## src/rtl/fact_pkg.sv

```systemverilog
// Shared types and default sizes for the factorial engine.
package fact_pkg;
  typedef enum logic [1:0] {IDLE, INIT, LOOP, DONE} fact_state_t;

  localparam int XW_DEF = 8;
  localparam int W_DEF  = 8;
endpackage

```

## src/rtl/fact_dp.sv

```systemverilog
// Factorial datapath: operand/counter/accumulator registers, multiplier and overflow detect.
// Saturating result on overflow is enabled by defining FACT_OVF_SAT_EN.
module fact_dp
  import fact_pkg::*;
#(
  parameter int XW = XW_DEF,
  parameter int W  = W_DEF
) (
  input  logic          CLK,
  input  logic          RST_N,
  input  logic          ld_x,
  input  logic          ld_i,
  input  logic          ld_fi,
  input  logic          ld_o,
  input  logic          st,
  input  logic [XW-1:0] x,
  output logic          i_lt_x,
  output logic [W-1:0]  fi_out,
  output logic          ovf
);
  logic [XW-1:0]  x_r;
  logic [XW-1:0]  i;
  logic [W-1:0]   fi;
  logic           ovf_int;
  logic [XW:0]    i_inc;
  logic [W+XW:0]  prod;

  // i never exceeds x_r, so i+1 always fits in XW+1 bits.
  assign i_inc  = {1'b0, i} + (XW+1)'(1);
  assign prod   = (W+XW+1)'(fi) * (W+XW+1)'(i_inc);
  assign i_lt_x = (i < x_r);

  function automatic logic [W-1:0] result_sel(input logic [W-1:0] v, input logic o);
`ifdef FACT_OVF_SAT_EN
    return o ? {W{1'b1}} : v;
`else
    return o ? v : v;
`endif
  endfunction

  always_ff @(posedge CLK) begin
    if (!RST_N) begin
      x_r     <= '0;
      i       <= '0;
      fi      <= '0;
      ovf_int <= 1'b0;
      fi_out  <= '0;
      ovf     <= 1'b0;
    end else begin
      if (ld_x) x_r <= x;
      if (ld_i) i <= st ? XW'(1) : i_inc[XW-1:0];
      if (ld_fi) begin
        fi      <= st ? W'(1) : prod[W-1:0];
        ovf_int <= st ? 1'b0 : (ovf_int | (|prod[W+XW:W]));
      end
      if (ld_o) begin
        fi_out <= result_sel(fi, ovf_int);
        ovf    <= ovf_int;
      end
    end
  end
endmodule

```

## src/rtl/fact_engine.sv

```systemverilog
// Iterative factorial unit: start/busy/done controller around fact_dp.
// Build with FACT_OVF_SAT_EN to saturate fi_out to all ones on overflow.
module fact_engine
  import fact_pkg::*;
#(
  parameter int XW = XW_DEF,
  parameter int W  = W_DEF
) (
  input  logic          CLK,
  input  logic          RST_N,
  input  logic          start,
  input  logic [XW-1:0] X,
  output logic          busy,
  output logic          done,
  output logic [W-1:0]  fi_out,
  output logic          ovf
);
  fact_state_t state;
  logic        ld_x, ld_i, ld_fi, ld_o, st;
  logic        i_lt_x;

  always_comb begin
    ld_x  = 1'b0;
    ld_i  = 1'b0;
    ld_fi = 1'b0;
    ld_o  = 1'b0;
    st    = 1'b0;
    case (state)
      IDLE: ld_x = start;
      INIT: begin
        ld_i  = 1'b1;
        ld_fi = 1'b1;
        st    = 1'b1;
      end
      LOOP: begin
        ld_i  = i_lt_x;
        ld_fi = i_lt_x;
        ld_o  = !i_lt_x;
      end
      default: ;
    endcase
  end

  always_ff @(posedge CLK) begin
    if (!RST_N) begin
      state <= IDLE;
      busy  <= 1'b0;
      done  <= 1'b0;
    end else begin
      case (state)
        IDLE: if (start) begin
          state <= INIT;
          busy  <= 1'b1;
        end
        INIT: state <= LOOP;
        LOOP: if (!i_lt_x) begin
          state <= DONE;
          done  <= 1'b1;
        end
        DONE: begin
          state <= IDLE;
          done  <= 1'b0;
          busy  <= 1'b0;
        end
        default: state <= IDLE;
      endcase
    end
  end

  fact_dp #(.XW(XW), .W(W)) u_dp (
    .CLK    (CLK),
    .RST_N  (RST_N),
    .ld_x   (ld_x),
    .ld_i   (ld_i),
    .ld_fi  (ld_fi),
    .ld_o   (ld_o),
    .st     (st),
    .x      (X),
    .i_lt_x (i_lt_x),
    .fi_out (fi_out),
    .ovf    (ovf)
  );
endmodule

```

## config.mk

```make
export PLATFORM = sky130hd
export DESIGN_NAME = fact_engine
export DESIGN_NICKNAME = d
export VERILOG_FILES = /design/src/rtl/fact_pkg.sv /design/src/rtl/fact_dp.sv /design/src/rtl/fact_engine.sv
export SDC_FILE = /design/constraint.sdc
export NUM_CORES = 1
export LEC_CHECK = 0
export BUFFER_PORTS_ARGS = -buffer_cell sky130_fd_sc_hd__buf_2
export CAP_MARGIN = 40
export CORE_UTILIZATION = 58
export DETAILED_ROUTE_END_ITERATION = 12
export PLACE_DENSITY = 0.79
export SYNTH_ARGS = -nofsm -noshare
export SYNTH_HDL_FRONTEND = slang
export SYNTH_SLANG_ARGS = --single-unit
```

## constraint.sdc

```tcl
create_clock -name CLK -period 6.8 [get_ports CLK]
set_input_delay 0.68 -clock CLK [delete_from_list [all_inputs] [get_ports CLK]]
set_output_delay 0.68 -clock CLK [all_outputs]
set_load 0.05 [all_outputs]
```

==> impl_metrics.yaml <==
die:
  die_h_um: 88.1
  number_of_top_level_pins: 22
  rows: 31
  coreArea_um2: 7210
  die-area_um2: 7760
  fp.dieW_um: 88.1
  start_util_pct: 59.6
timing:
  fmax_ghz: 0.162
  post_route_clock_period_utilization_pct: 90.9
  rsz0062_at_grt: "no"
  timing_hold_violations_final: 0
  final_period_minus_worst_setup_slack_ns: 6.18
  timing.setup.tns_ns: 0
  worstMarginPinSlew_ns: 0.768
  timing.max_slew.rel_slack_pct: 48.4
  final.hold.worst_slack_ns: 0.470
  worst_clock_skew_ns: 0.0158
  report.final.setup_viol: 0
  maxSlewViolCount: 0
critical_path:
  critical_path_rt_ns: 7.00
  timing.critical_path.slowest_stage_cell: "dfxtp_1"
  critPathMaxStageDelay_ns: 0.57
  timing.critical_path.from_type: "flop"
  crit_path_category: "flop to flop"
  critical_path_arrival_ns: 6.38
  critPathMaxFanout: 12
  endpoint_kind: "flop"
  critical_path.cell_chain: "ha_1 -> nand3_1 -> or2_2 -> xnor2_1 -> nand2_1 -> fa_1 -> inv_1 -> fa_1 -> inv_1 -> fa_1 -> inv_1 -> ha_1 -> ha_1 -> a21oi_1 -> nor2_1 -> a2111oi_4 -> o221ai_1 -> a211o_1 -> nor4_2 -> a31oi_1"
placement:
  io_buffers: 21
  place.detailed.instances: 599
  routabilityCongestion: 0.876
  post_detail_place_hpwl_um: 7080
routing:
  num_vias: 3437
  route.detailed.drc: 0
  drt_pass_1_iters: 5
  drt_iter0_markers: 174
  routed_wire_length_per_instance_um: 14.8
  finalWirelength_um: 8990
  ant_nets: 0
  detail_route.vias_per_cell: 5.66
cts:
  cts_root_buffer: "clkbuf_8"
  clk_path_buf_depth: 2
  cts.sink_count: 38
  clk-insertion-delay-late_ns: 0.31
  cts_hold_buf: 0
  depth_of_the_cts_h_tree: 2
  cts_setup_buffers: 0
  cts_made_buffers: 5
  cts_tree: "built"
  post_cts_resized: 0
  clk_pin_slew_ns: 0.09
yosys:
  post_synth_edffs: 0
  post_synth_xor_area_fraction_pct: 2.85
  synthAdderAreaFrac_pct: 33.8
  synth-compound-area-share_pct: 12.8
  async_reset_ff_share_pct: 0
  post_synth_and_or_nand_nor_area_fraction_pct: 22.2
  post_synth.cell_area_avg_um2: 8.66
  ys.flop_type: "dfxtp_1"
  synth.yosys.warnings: 0
  synth_seq_area_share_pct: 17.7
  synth_top_family_by_area: "adder cells"
  synth_seq_cells: 38
  synthesized_netlist_net_count: 598
  synth.lib_cells_used.distinct: 55
  synthesis.area_um2: 4300
  synth_mux_area_share_pct: 2.82
  netlist_instances: 496
layout:
  core_utilization_of_the_finished_layout_pct: 63.8
  final_cells: 607
  drive_above_1_share_pct: 8.66
  finalNetCount: 609
  flow.area_growth_from_synthesis_pct: 7.13
  top_library_cells_by_usage_in_the_layout_fill_and_taps_aside: "inv_1 (69), nand2_1 (55), ha_1 (49)"
  antennaDiodeCount: 0
  layout.cells.most_common: "inv_1"
power:
  power-per-cell-area_nw_per_um2: 163
  peakVddDrop_mv: 0.171
  static-leakage-power_nw: 2.15
  total_power_uw: 748
run_status:
  status: "finished, final reports clean"
grt:
  grt_util_all_layers_pct: 24.6
  first_global_vias: 3293
  grt_max_degree: 45
  grt.overflow.total: 0
  first_pass_grt_wire_length_um: 14800
  initial_antenna_violation_count: 0
min_path:
  worstHoldPathType: "flop to flop"
job:
  max_cap_viol_count: 0
==> cells by family after synthesis <==
kind of cell,after synthesis
and+or+nand+nor,181
adders and majority gates,91
buffers and inverters,87
AOI/OAI and AO/OA,73
DFF,38
xor gates and xnor gates,14
muxes,12
==> per-stage QoR <==
step	cell area (um2)	setup WS, ns
4_1_cts	4600	0.643
5_1_grt	4600	0.249
3_3_place_gp	4460	0.901
2_1_floorplan	4300	1.39
3_5_place_dp	4460	0.630
6_report	4600	0.622
==> state kept, by name (all words and copies together), names as in the netlist <==
name	count
state	2
u_dp.i	8
u_dp.fi_out	8
u_dp.ovf_int	1
u_dp.ovf	1
u_dp.fi	8
u_dp.x_r	8
busy	1
done	1
==> routing by layer <==
layer | track usage [%] | part of all wire [%]
met4 | 8.50 | 2.5
met2 | 40.8 | 49
met1 | 32.3 | 44
met3 | 4.81 | 5.1
met5 | 0 | 0
==> worst max-delay path: cells and delay by family, from the launching register on <==
kind	cells	cell delay (ns)
adders and majority gates	6	2.55
AOI/OAI and AO/OA	5	1.13
and+or+nand+nor	5	1.10
DFF	1	0.57
xor gates and xnor gates	1	0.57
buffers and inverters	3	0.15
==> path summary, 6_finish.rpt <==
path / depth (start not counted) / endpoint / slack, ns / from
max reg2reg: 20 / u_dp.ovf_int / 0.62 / u_dp.i[0]
min reg2reg: 2 / u_dp.x_r[6] / 0.47 / u_dp.x_r[6]
min: 2 / u_dp.x_r[6] / 0.47 / u_dp.x_r[6]
max: 20 / u_dp.ovf_int / 0.62 / u_dp.i[0]
==> synthesized netlist by cell type, types with 2 or more instances <==
cell,count,area share (%)
nand3_1,19,2.2
xnor2_1,9,1.8
fa_1,42,20
a21boi_0,11,1.9
or2_2,2,0.29
nand2b_1,6,0.87
nor3_1,3,0.35
and2_1,33,4.8
clkbuf_1,16,1.4
nor3b_1,5,0.87
o211ai_1,2,0.35
o2bb2ai_1,2,0.41
a21oi_1,11,1.3
a22oi_1,9,1.6
o21ai_2,2,0.41
dfxtp_1,38,18
a21o_1,4,0.70
a32o_1,5,1.2
nor2_1,22,1.9
o21ai_1,2,0.23
xor2_1,5,1.0
ha_1,49,14
a211o_1,2,0.41
o21ai_0,11,1.3
nor2b_1,24,3.5
nand2_1,55,4.8
inv_1,69,6.0
mux2i_1,11,2.6
==> layout make-up <==
type	count	area, um2
clock inverter	2	60.1
inverter	69	259
tap	99	124
sequential	38	761
clock buffer	6	82.6
multi-input combinational	371	3200
fill	622	2610
timing repair buffer	22	113
==> where the power goes <==
part / internal (mW) / switching, mW / total (mW)
logic: 0.0725 / 0.157 / 0.229
registers: 0.246 / 0.0263 / 0.272
clock network: 0.157 / 0.0901 / 0.247
total: 0.475 / 0.273 / 0.748
No activity file was read; power rests on OpenSTA's default activity.
